**src/rtl/traffic_pkg.sv**
```systemverilog
// Shared encodings for the lamp-output conflict monitor: aspects, tracker states,
// fault codes and anomaly indices, plus small decode helpers.
package traffic_pkg;

  typedef enum logic [2:0] {
    ASP_R     = 3'd0,
    ASP_Y     = 3'd1,
    ASP_G     = 3'd2,
    ASP_DARK  = 3'd3,
    ASP_MULTI = 3'd4
  } aspect_e;

  typedef enum logic [1:0] {
    TRK_UNK = 2'd0,
    TRK_RED = 2'd1,
    TRK_YEL = 2'd2,
    TRK_GRN = 2'd3
  } trk_state_e;

  typedef enum logic [2:0] {
    FC_NONE     = 3'd0,
    FC_CONFLICT = 3'd1,
    FC_MULTI    = 3'd2,
    FC_DARK     = 3'd3,
    FC_SEQ      = 3'd4,
    FC_SHORT_Y  = 3'd5
  } fault_code_e;

  typedef struct packed {
    logic red;
    logic yellow;
    logic green;
  } lamp_t;

  localparam int unsigned AN_CONFLICT = 0;
  localparam int unsigned AN_MULTI    = 1;
  localparam int unsigned AN_DARK     = 2;
  localparam int unsigned AN_NUM      = 3;

  function automatic aspect_e decode_aspect(input lamp_t l);
    case ({l.red, l.yellow, l.green})
      3'b100:  return ASP_R;
      3'b010:  return ASP_Y;
      3'b001:  return ASP_G;
      3'b000:  return ASP_DARK;
      default: return ASP_MULTI;
    endcase
  endfunction

  function automatic trk_state_e aspect_to_state(input aspect_e a);
    case (a)
      ASP_R:   return TRK_RED;
      ASP_Y:   return TRK_YEL;
      ASP_G:   return TRK_GRN;
      default: return TRK_UNK;
    endcase
  endfunction

  // Only the controller's forward cycle G->Y->R->G is a legal aspect change.
  function automatic logic is_legal_step(input trk_state_e from_s, input trk_state_e to_s);
    return ((from_s == TRK_GRN) && (to_s == TRK_YEL)) ||
           ((from_s == TRK_YEL) && (to_s == TRK_RED)) ||
           ((from_s == TRK_RED) && (to_s == TRK_GRN));
  endfunction

endpackage

```
**src/rtl/traffic_conflict_monitor_if.sv**
```systemverilog
// Lamp inputs, operator clear and fault outputs of the conflict monitor.
interface traffic_conflict_monitor_if;
  logic       ns_red;
  logic       ns_yellow;
  logic       ns_green;
  logic       ew_red;
  logic       ew_yellow;
  logic       ew_green;
  logic       fault_clr;
  logic       fault;
  logic [2:0] fault_code;
  logic       flash_en;
  logic       monitor_ok;

  modport master (
    output ns_red, ns_yellow, ns_green, ew_red, ew_yellow, ew_green, fault_clr,
    input  fault, fault_code, flash_en, monitor_ok
  );

  modport slave (
    input  ns_red, ns_yellow, ns_green, ew_red, ew_yellow, ew_green, fault_clr,
    output fault, fault_code, flash_en, monitor_ok
  );
endinterface

```
**src/rtl/traffic_approach_tracker.sv**
```systemverilog
// One approach: aspect decode, R/Y/G sequence tracker and yellow-duration counter.
// Detections are presented combinationally and latched by the fault register above.
module traffic_approach_tracker
  import traffic_pkg::*;
#(
  parameter int unsigned YELLOW_MIN = 500,
  parameter int unsigned CWIDTH     = 16
) (
  input  logic    clk,
  input  logic    rst,
  input  logic    i_clr,
  input  lamp_t   i_lamp,
  output aspect_e o_aspect_c,
  output logic    o_tracked_nxt_c,
  output logic    o_seq_det_c,
  output logic    o_short_det_c
);

  trk_state_e        r_state;
  logic [CWIDTH-1:0] r_ycnt;

  aspect_e           w_aspect;
  trk_state_e        w_new;
  trk_state_e        w_state_nxt;
  logic [CWIDTH-1:0] w_ycnt_nxt;
  logic              w_seq;
  logic              w_short;

  // Dark/multi aspects hold the tracker; a valid aspect is checked against the held state.
  always_comb begin
    w_aspect    = decode_aspect(i_lamp);
    w_new       = aspect_to_state(w_aspect);
    w_state_nxt = r_state;
    w_ycnt_nxt  = r_ycnt;
    w_seq       = 1'b0;
    w_short     = 1'b0;
    if (w_new != TRK_UNK) begin
      w_state_nxt = w_new;
      if ((r_state != TRK_UNK) && (w_new != r_state) && !is_legal_step(r_state, w_new))
        w_seq = 1'b1;
      if ((r_state == TRK_YEL) && (w_new == TRK_RED) && (r_ycnt < CWIDTH'(YELLOW_MIN)))
        w_short = 1'b1;
      if (w_new == TRK_YEL) begin
        if (r_state != TRK_YEL)
          w_ycnt_nxt = CWIDTH'(1);
        else if (r_ycnt < CWIDTH'(YELLOW_MIN))
          w_ycnt_nxt = r_ycnt + CWIDTH'(1);
      end
    end
  end

  always_ff @(posedge clk) begin
    if (rst || i_clr) begin
      r_state <= TRK_UNK;
      r_ycnt  <= '0;
    end else begin
      r_state <= w_state_nxt;
      r_ycnt  <= w_ycnt_nxt;
    end
  end

  assign o_aspect_c      = w_aspect;
  assign o_tracked_nxt_c = (w_state_nxt != TRK_UNK) && !i_clr;
  assign o_seq_det_c     = w_seq;
  assign o_short_det_c   = w_short;

endmodule

```
**src/rtl/traffic_conflict_monitor.sv**
```systemverilog
// Independent lamp-output monitor: registers the six lamps, debounces lamp-level
// anomalies, tracks each approach and latches the first fault as a flash request.
module traffic_conflict_monitor
  import traffic_pkg::*;
#(
  parameter int unsigned YELLOW_MIN = 500,
  parameter int unsigned DEBOUNCE   = 4,
  parameter int unsigned CWIDTH     = 16
) (
  input logic                        clk,
  input logic                        rst,
  traffic_conflict_monitor_if.slave  bus
);

  localparam int unsigned DW = $clog2(DEBOUNCE + 1);

  lamp_t            r_ns_q;
  lamp_t            r_ew_q;
  logic [DW-1:0]    r_db [AN_NUM];
  logic             r_fault;
  logic [2:0]       r_code;
  logic             r_ok;

  aspect_e          w_ns_aspect;
  aspect_e          w_ew_aspect;
  logic             w_ns_tracked;
  logic             w_ew_tracked;
  logic             w_ns_seq;
  logic             w_ew_seq;
  logic             w_ns_short;
  logic             w_ew_short;
  logic [AN_NUM-1:0] w_present;
  logic [AN_NUM-1:0] w_lamp_det;
  fault_code_e      w_code;
  logic             w_det;

  always_ff @(posedge clk) begin
    if (rst || bus.fault_clr) begin
      r_ns_q <= '0;
      r_ew_q <= '0;
    end else begin
      r_ns_q <= {bus.ns_red, bus.ns_yellow, bus.ns_green};
      r_ew_q <= {bus.ew_red, bus.ew_yellow, bus.ew_green};
    end
  end

  traffic_approach_tracker #(.YELLOW_MIN(YELLOW_MIN), .CWIDTH(CWIDTH)) u_ns (
    .clk             (clk),
    .rst             (rst),
    .i_clr           (bus.fault_clr),
    .i_lamp          (r_ns_q),
    .o_aspect_c      (w_ns_aspect),
    .o_tracked_nxt_c (w_ns_tracked),
    .o_seq_det_c     (w_ns_seq),
    .o_short_det_c   (w_ns_short)
  );

  traffic_approach_tracker #(.YELLOW_MIN(YELLOW_MIN), .CWIDTH(CWIDTH)) u_ew (
    .clk             (clk),
    .rst             (rst),
    .i_clr           (bus.fault_clr),
    .i_lamp          (r_ew_q),
    .o_aspect_c      (w_ew_aspect),
    .o_tracked_nxt_c (w_ew_tracked),
    .o_seq_det_c     (w_ew_seq),
    .o_short_det_c   (w_ew_short)
  );

  always_comb begin
    w_present              = '0;
    w_present[AN_CONFLICT] = (r_ns_q.green | r_ns_q.yellow) & (r_ew_q.green | r_ew_q.yellow);
    w_present[AN_MULTI]    = (w_ns_aspect == ASP_MULTI) || (w_ew_aspect == ASP_MULTI);
    w_present[AN_DARK]     = (w_ns_aspect == ASP_DARK) || (w_ew_aspect == ASP_DARK);
    for (int i = 0; i < AN_NUM; i++)
      w_lamp_det[i] = w_present[i] && (r_db[i] >= DW'(DEBOUNCE - 1));
  end

  // Run-length counters saturate at DEBOUNCE so a persisting anomaly keeps detecting.
  always_ff @(posedge clk) begin
    for (int i = 0; i < AN_NUM; i++) begin
      if (rst || bus.fault_clr || !w_present[i])
        r_db[i] <= '0;
      else if (r_db[i] != DW'(DEBOUNCE))
        r_db[i] <= r_db[i] + DW'(1);
    end
  end

  // Evaluated from highest to lowest code so the lowest code present wins.
  always_comb begin
    w_code = FC_NONE;
    if (w_ns_short || w_ew_short) w_code = FC_SHORT_Y;
    if (w_ns_seq || w_ew_seq)     w_code = FC_SEQ;
    if (w_lamp_det[AN_DARK])      w_code = FC_DARK;
    if (w_lamp_det[AN_MULTI])     w_code = FC_MULTI;
    if (w_lamp_det[AN_CONFLICT])  w_code = FC_CONFLICT;
    w_det = (w_code != FC_NONE);
  end

  always_ff @(posedge clk) begin
    if (rst || bus.fault_clr) begin
      r_fault <= 1'b0;
      r_code  <= 3'd0;
      r_ok    <= 1'b0;
    end else begin
      if (!r_fault && w_det) begin
        r_fault <= 1'b1;
        r_code  <= w_code;
      end
      r_ok <= !(r_fault || w_det) && w_ns_tracked && w_ew_tracked;
    end
  end

  assign bus.fault      = r_fault;
  assign bus.fault_code = r_code;
  assign bus.flash_en   = r_fault;
  assign bus.monitor_ok = r_ok;

endmodule

```
**src/flat_wrapper.sv**
```systemverilog
// flat-port wrapper written by rule: the top's interface ports become plain ports
module traffic_conflict_monitor_flat import traffic_pkg::*;
#(
  parameter int unsigned YELLOW_MIN = 500,
  parameter int unsigned DEBOUNCE   = 4,
  parameter int unsigned CWIDTH     = 16
)
  (clk, rst, bus_ns_red, bus_ns_yellow, bus_ns_green, bus_ew_red, bus_ew_yellow, bus_ew_green, bus_fault_clr, bus_fault, bus_fault_code, bus_flash_en, bus_monitor_ok);
  traffic_conflict_monitor_if bus_i ();
  input logic clk;
  input logic rst;
  input wire logic [$bits(bus_i.ns_red)-1:0] bus_ns_red;
  input wire logic [$bits(bus_i.ns_yellow)-1:0] bus_ns_yellow;
  input wire logic [$bits(bus_i.ns_green)-1:0] bus_ns_green;
  input wire logic [$bits(bus_i.ew_red)-1:0] bus_ew_red;
  input wire logic [$bits(bus_i.ew_yellow)-1:0] bus_ew_yellow;
  input wire logic [$bits(bus_i.ew_green)-1:0] bus_ew_green;
  input wire logic [$bits(bus_i.fault_clr)-1:0] bus_fault_clr;
  output wire logic [$bits(bus_i.fault)-1:0] bus_fault;
  output wire logic [$bits(bus_i.fault_code)-1:0] bus_fault_code;
  output wire logic [$bits(bus_i.flash_en)-1:0] bus_flash_en;
  output wire logic [$bits(bus_i.monitor_ok)-1:0] bus_monitor_ok;
  assign bus_i.ns_red = bus_ns_red;
  assign bus_i.ns_yellow = bus_ns_yellow;
  assign bus_i.ns_green = bus_ns_green;
  assign bus_i.ew_red = bus_ew_red;
  assign bus_i.ew_yellow = bus_ew_yellow;
  assign bus_i.ew_green = bus_ew_green;
  assign bus_i.fault_clr = bus_fault_clr;
  assign bus_fault = bus_i.fault;
  assign bus_fault_code = bus_i.fault_code;
  assign bus_flash_en = bus_i.flash_en;
  assign bus_monitor_ok = bus_i.monitor_ok;
  traffic_conflict_monitor #(.YELLOW_MIN(YELLOW_MIN), .DEBOUNCE(DEBOUNCE), .CWIDTH(CWIDTH)) u_core (.clk(clk), .rst(rst), .bus(bus_i));
endmodule
```
**config.mk**
```make
export PLATFORM = sky130hd
export DESIGN_NAME = traffic_conflict_monitor_flat
export DESIGN_NICKNAME = d
export VERILOG_FILES = /design/src/rtl/traffic_pkg.sv /design/src/rtl/traffic_conflict_monitor_if.sv /design/src/rtl/traffic_approach_tracker.sv /design/src/rtl/traffic_conflict_monitor.sv /design/src/flat_wrapper.sv
export SDC_FILE = /design/constraint.sdc
export NUM_CORES = 1
export LEC_CHECK = 0
export ABC_AREA = 1
export CAP_MARGIN = 20
export CELL_PAD_IN_SITES_DETAIL_PLACEMENT = 1
export CELL_PAD_IN_SITES_GLOBAL_PLACEMENT = 1
export CORE_MARGIN = 2
export CORE_UTILIZATION = 44
export CTS_CLUSTER_DIAMETER = 120
export DETAILED_ROUTE_END_ITERATION = 8
export HOLD_SLACK_MARGIN = 0.05
export MAX_ROUTING_LAYER = met4
export PLACE_DENSITY_LB_ADDON = 0.1
export REMOVE_ABC_BUFFERS = 1
export SYNTH_ARGS = -nofsm -noshare
export SYNTH_HDL_FRONTEND = slang
export SYNTH_SLANG_ARGS = --single-unit
```
**constraint.sdc**
```tcl
create_clock -name clk -period 2.2 [get_ports clk]
set_input_delay 0.22 -clock clk [delete_from_list [all_inputs] [get_ports clk]]
set_output_delay 0.22 -clock clk [all_outputs]
set_load 0.01 [all_outputs]
```
==> Word level (Yosys, flattened, before mapping) <==
Memories as Yosys holds them, arrays and structs flattened.
Index checks and enable logic that the tools add are counted.
{ "totals": {"register_bits": 47, "latch_bits": 0, "ram_bits": 9, "rom_bits": 0, "inputBits": 9, "output_inout_bits": 6, "wordCells": 160, "memories": 1} }
{ "memory_table": {"columns": ["memory", "words", "word_bits", "rd", "rd_ports_with_merged_regs", "write_ports", "line", "rtl"], "rows": [
  ["u_core.r_db", 3, 3, 3, 0, 3, "traffic_conflict_monitor.sv:19", "logic [DW-1:0] r_db [AN_NUM];"]
]} }
{ "op_classes": {"addsub": 5, "multipliers": 0, "div": 0, "n_lt_le_gt_ge": 5, "n_eq_ne": 33, "n_shift": 0, "muxes": 41, "n_bitwise": 6, "reduce_logical": 56} }
{ "op_table": {"columns": ["op", "count"], "rows": [
  ["two-way mux 16 bit", 4],
  ["adder 16 x 1 -> 16 bit, second input constant", 2],
  ["less-than comparator 16 x 9 -> 1 bit, second input constant", 2],
  ["two-way mux 3 bit", 8],
  ["one-hot mux 3 bit (4 select lines)", 2],
  ["two-way mux 1 bit", 23],
  ["logical AND 1 bit", 20],
  ["equality test 3 x 2 -> 1 bit, second input constant", 6],
  ["equality test 2 bit, second input constant", 8],
  ["nonzero test 2 bit", 8],
  ["logical OR 1 bit", 13],
  ["equality test 3 x 1 -> 1 bit, second input constant", 4],
  ["equality test 3 bit, second input constant", 4],
  ["logical NOT 3 bit", 4],
  ["one-hot mux 2 bit (3 select lines)", 2],
  ["adder 3 x 1 -> 3 bit, second input constant", 3],
  ["greater-or-equal comparator 3 x 2 -> 1 bit, second input constant", 3],
  ["!= test 3 bit, second input constant", 3],
  ["equality test 2 x 1 -> 1 bit, second input constant", 4],
  ["logical NOT 1 bit", 8],
  ["AND reduction 3 bit", 2],
  ["OR 1 bit", 5],
  ["two-way mux 2 bit", 2],
  ["!= test 2 bit", 2],
  ["3 further kinds", 4]
]} }

==> Logic depth before layout (Yosys ltp) <==
{ "depth": {"depth_word": 22, "mapped_depth": 13, "mapped_depth_nobuf": 13} }

==> Hierarchy <==
Synthesis repeated with hierarchy kept, for this count alone.
{ "hier_totals": {"cells_unflattened": 423, "hier_area_um2": 3080.5} }
{ "by_module_without_submodules": {"columns": ["mod", "instances", "cells_each", "area_each_um2", "seq_area_each_um2"], "rows": [
  ["traffic_approach_tracker", 2, 149, 1014.7, 360.3],
  ["traffic_conflict_monitor", 1, 125, 1051.0, 490.5]
]} }

==> Least setup slack after synthesis <==
No wires, ideal clock.
{ "synth_path": {"path_kind": "register to register", "startpoint": "memory u_core.r_db[1][0] in the netlist's numbering", "endpoint": "register u_core.r_code[0], in the netlist u_core.bus.fault_code[0]", "setup_time_ns": 0.111, "arrival_time_ns": 1.525, "required_ns": 2.089, "path_slack_ns": 0.564, "stages_incl_launch_ff": 11, "n_path_buf": 0, "period_less_slack_ns": 1.636, "path_cell_list": "edfxtp_1 ha_1 ha_1 o22ai_2 nand2_1 nor2_2 nand4_4 nand2_4 nand2_2 nand2_1 nor2_1"} }
{ "synth_rtl": {"columns": ["element", "line", "rtl"], "rows": [
  ["from (decl)", "traffic_conflict_monitor.sv:19", null],
  ["to (signal assigned)", "traffic_conflict_monitor.sv:107", "r_code <= w_code;"],
  ["to (decl)", "traffic_conflict_monitor.sv:21", "logic [2:0] r_code;"]
]} }

==> impl_metrics.py <==
metrics = {
    "final_layout": {
        "fin_util_pct": 51.2,
        "n_antenna_cell": 0,
        "layout-drive-gt1-share_pct": 13.2,
        "nFillCells": 747,
        "synthToLayoutAreaGrowth_pct": 12.0,
        "fin_cells": 440,
        "nNetsFinal": 384,
    },
    "status": {
        "status": "finished, final reports clean",
    },
    "worst_setup_path": {
        "critPathArrivalTime_ns": 2.03,
        "r2r-end": "u_core.bus.fault_code[2]$_SDFFE_PP0P_",
        "timing.critical_path.from": "u_core.r_db[1][0]$_SDFFCE_PN0P_",
        "required_ns": 2.45,
        "criticalPathCategory": "flip-flop to flip-flop",
        "startpoint_type": "flip-flop",
        "worst-r2r-setup-slack_ns": 0.43,
        "reg2reg_from": "u_core.r_db[1][0]$_SDFFCE_PN0P_",
        "crit_fanout": 4,
        "crit_end": "u_core.bus.fault_code[2]$_SDFFE_PP0P_",
        "rr_worst_depth": 9,
        "cp-end-kind": "flip-flop",
    },
    "detailed_routing": {
        "drt_iter0_markers": 59,
        "vias": 2155,
        "drtAntennaViolNets": 0,
        "firstDrtPassIters": 4,
        "wl_per_cell_um": 13.0,
        "wl_um": 5720,
        "viasPerCell": 4.90,
        "drc": 0,
    },
    "sta": {
        "timing.fmax_mhz": 564,
        "period_needed_ns": 1.77,
        "tightest_slew_ns": 0.586,
        "setup_tns_ns": 0,
        "relSlewSlack_pct": 60.7,
        "min_period_over_period_pct": 80.6,
        "rsz0062_at_grt": "no",
        "hold_viol": 0,
        "worst_slack_ns": 0.426,
        "slew_viol_final": 0,
        "skew_ns": 0.0139,
        "setup_viol": 0,
    },
    "global_route": {
        "grt_max_degree": 22,
        "grtUsageTotal_pct": 19.3,
        "grt_overflow": 0,
        "grt_pass1_wl_um": 9780,
        "grt_antenna_before_repair": 0,
        "grt_pass1_vias": 2242,
    },
    "clock_tree": {
        "postCtsResizedCells": 0,
        "cts_setup_buffers": 0,
        "numCtsBuffers": 5,
        "h-tree-depth": 2,
        "clk_pin_slew_ns": 0.10,
        "tritoncts": "done",
        "worstSkewPairLatency_ns": 0.31,
        "numClockSinks": 56,
        "cts_buffer_depth": 2,
        "clockRootBuffer": "clkbuf_8",
        "ctsHoldBuffers": 0,
    },
    "hold_path": {
        "worstHoldStart": "bus_ns_yellow",
        "hold_path_class": "input pin to flip-flop",
    },
    "power_and_ir_drop": {
        "power.leakage_nw": 1.26,
        "power-per-cell-area_nw_per_um2": 618,
        "totalPowerFinal_w": 0.00188,
        "ir_drop_mv": 0.341,
    },
    "yosys": {
        "synth_top_family_by_area": "simple AND/OR/NAND/NOR gates",
        "syn_area_per_cell_um2": 7.83,
        "synthXorXnorAreaFrac_pct": 0.323,
        "ys_ff_latch": 56,
        "yosys_warnings": 0,
        "synthSimpleGateAreaFrac_pct": 29.3,
        "synth_cell_types": 37,
        "syn_area_um2": 2710,
        "synth_compound_area_share_pct": 10.6,
        "yosys.area_share.adder_pct": 5.08,
        "ys_seq_area_share_pct": 44.7,
        "synth_cells": 346,
        "yosys-mux-area-fraction_pct": 0,
    },
    "placement": {
        "dp_hpwl_um": 4550,
        "place_inst": 432,
        "place_ws_ns": 0.432,
        "routabilityCongestion": 0.720,
        "io_buffer_count": 14,
    },
    "floorplan": {
        "die-area_um2": 6800,
        "die_h_um": 82.5,
        "chipWidth_um": 82.5,
        "initial_core_util_pct": 45.8,
        "core_area_um2": 5920,
        "pin_count": 15,
        "fp-row-count": 28,
    },
    "flow_run": {
        "drv_cap": 0,
    },
}
==> sequential cells by signal, summed over array words and instances (netlist names) <==
| name | cells |
|---|---|
| u_core.r_ns_q | 3 |
| u_core.bus.fault | 1 |
| u_core.r_db | 9 |
| u_core.u_ew.r_ycnt | 16 |
| u_core.u_ns.r_state | 2 |
| u_core.bus.monitor_ok | 1 |
| u_core.bus.fault_code | 3 |
| u_core.u_ns.r_ycnt | 16 |
| u_core.r_ew_q | 3 |
| u_core.u_ew.r_state | 2 |
==> cell families after synthesis <==
group	after synthesis
AND/OR/NAND/NOR	166
flip-flops	56
adder cells (fa/ha/maj)	11
buffers and inverters	68
XOR/XNOR	1
AO/OA/AOI/OAI	44
==> power breakdown <==
group | switching (W) | internal (W) | total (W)
Clock | 0.000351 | 0.000299 | 0.000650
Sequential | 0.0000130 | 0.00105 | 0.00107
Combinational | 0.000100 | 0.0000599 | 0.000160
==> stage by stage <==
stage / area (um2) / hold WS [ns]
2_1_floorplan: 2680 / 0.332
3_3_place_gp: 2930 / 0.427
3_5_place_dp: 2930 / 0.431
4_1_cts: 3030 / 0.407
5_1_grt: 3030 / 0.429
6_report: 3030 / 0.415
==> worst min path at each step <==
| stage | end | cells after the start |
|---|---|---|
| final | u_core.r_ns_q[1]$_SDFF_PP0_ | 3 |
| after detailed placement | u_core.u_ns.r_ycnt[14]$_SDFFE_PP0P_ | 2 |
| after CTS | u_core.r_ns_q[1]$_SDFF_PP0_ | 3 |
| after global routing | u_core.r_ns_q[1]$_SDFF_PP0_ | 3 |
| after global placement | u_core.u_ns.r_ycnt[14]$_SDFFE_PP0P_ | 2 |
| after floorplan | u_core.r_ew_q[0]$_SDFF_PP0_ | 2 |
==> area by class of cell <==
class	instances	area, um2	share of cell area [%]
repair buffers	16	155	5.11
flip-flops and latches	56	1210	39.9
multi-input cells	222	1230	40.4
clock inverters	1	8.76	0.289
inverters	63	241	7.96
clock buffers	7	97.6	3.22
well taps	75	93.8	3.09
==> metal layers <==
| metal | GRT usage, % | share of wire (%) | vias up |
|---|---|---|---|
| met5 | - | 0 | - |
| met4 | 5.50 | 1.3 | 0 |
| met3 | 3.26 | 1.6 | 5 |
| met2 | 34.1 | 50 | 12 |
| met1 | 22.5 | 47 | 1015 |
| li1 | - | - | 1123 |
==> critical path, stage by stage (launching register included) <==
cell and delay (ns):
edfxtp_1 0.42, ha_1 0.22, ha_1 0.22, o22ai_2 0.18
nand2_1 0.10, nor2_2 0.15, nand4_4 0.15, nand2_4 0.10
nand2_1 0.07, a21oi_2 0.11
==> cells in the mapped netlist, drive strengths merged <==
cell type | count | share of area (%)
nor2 | 60 | 9.8
a21oi | 20 | 4.5
buf | 2 | 0.69
edfxtp | 9 | 10
nand4 | 4 | 1.7
nand3 | 21 | 4.1
ha | 11 | 5.1
o221a | 1 | 0.42
o21a | 2 | 0.55
nor3b | 1 | 0.28
dfxtp | 47 | 35
inv | 63 | 8.9
clkbuf | 3 | 0.42
a31oi | 4 | 0.92
xor2 | 1 | 0.32
a221oi | 1 | 0.32
nor3 | 12 | 2.6
o22ai | 1 | 0.46
a21boi | 1 | 0.28
a211oi | 2 | 0.74
o21ai | 12 | 2.4
nand2 | 68 | 11
==> cell usage in the layout (no fill, tap or decap), types with 6 or more instances in the layout <==
cell              n
a21oi_1          14
a21oi_2           6
clkdlybuf4s50_1  14
dfxtp_1          47
edfxtp_1          9
ha_1             11
inv_1            59
nand2_1          59
nand2_2           6
nand3_1          20
nor2_1           48
nor2_2           10
nor3_1           11
o21ai_0           9
No activity file was read; power rests on OpenSTA's default activity.
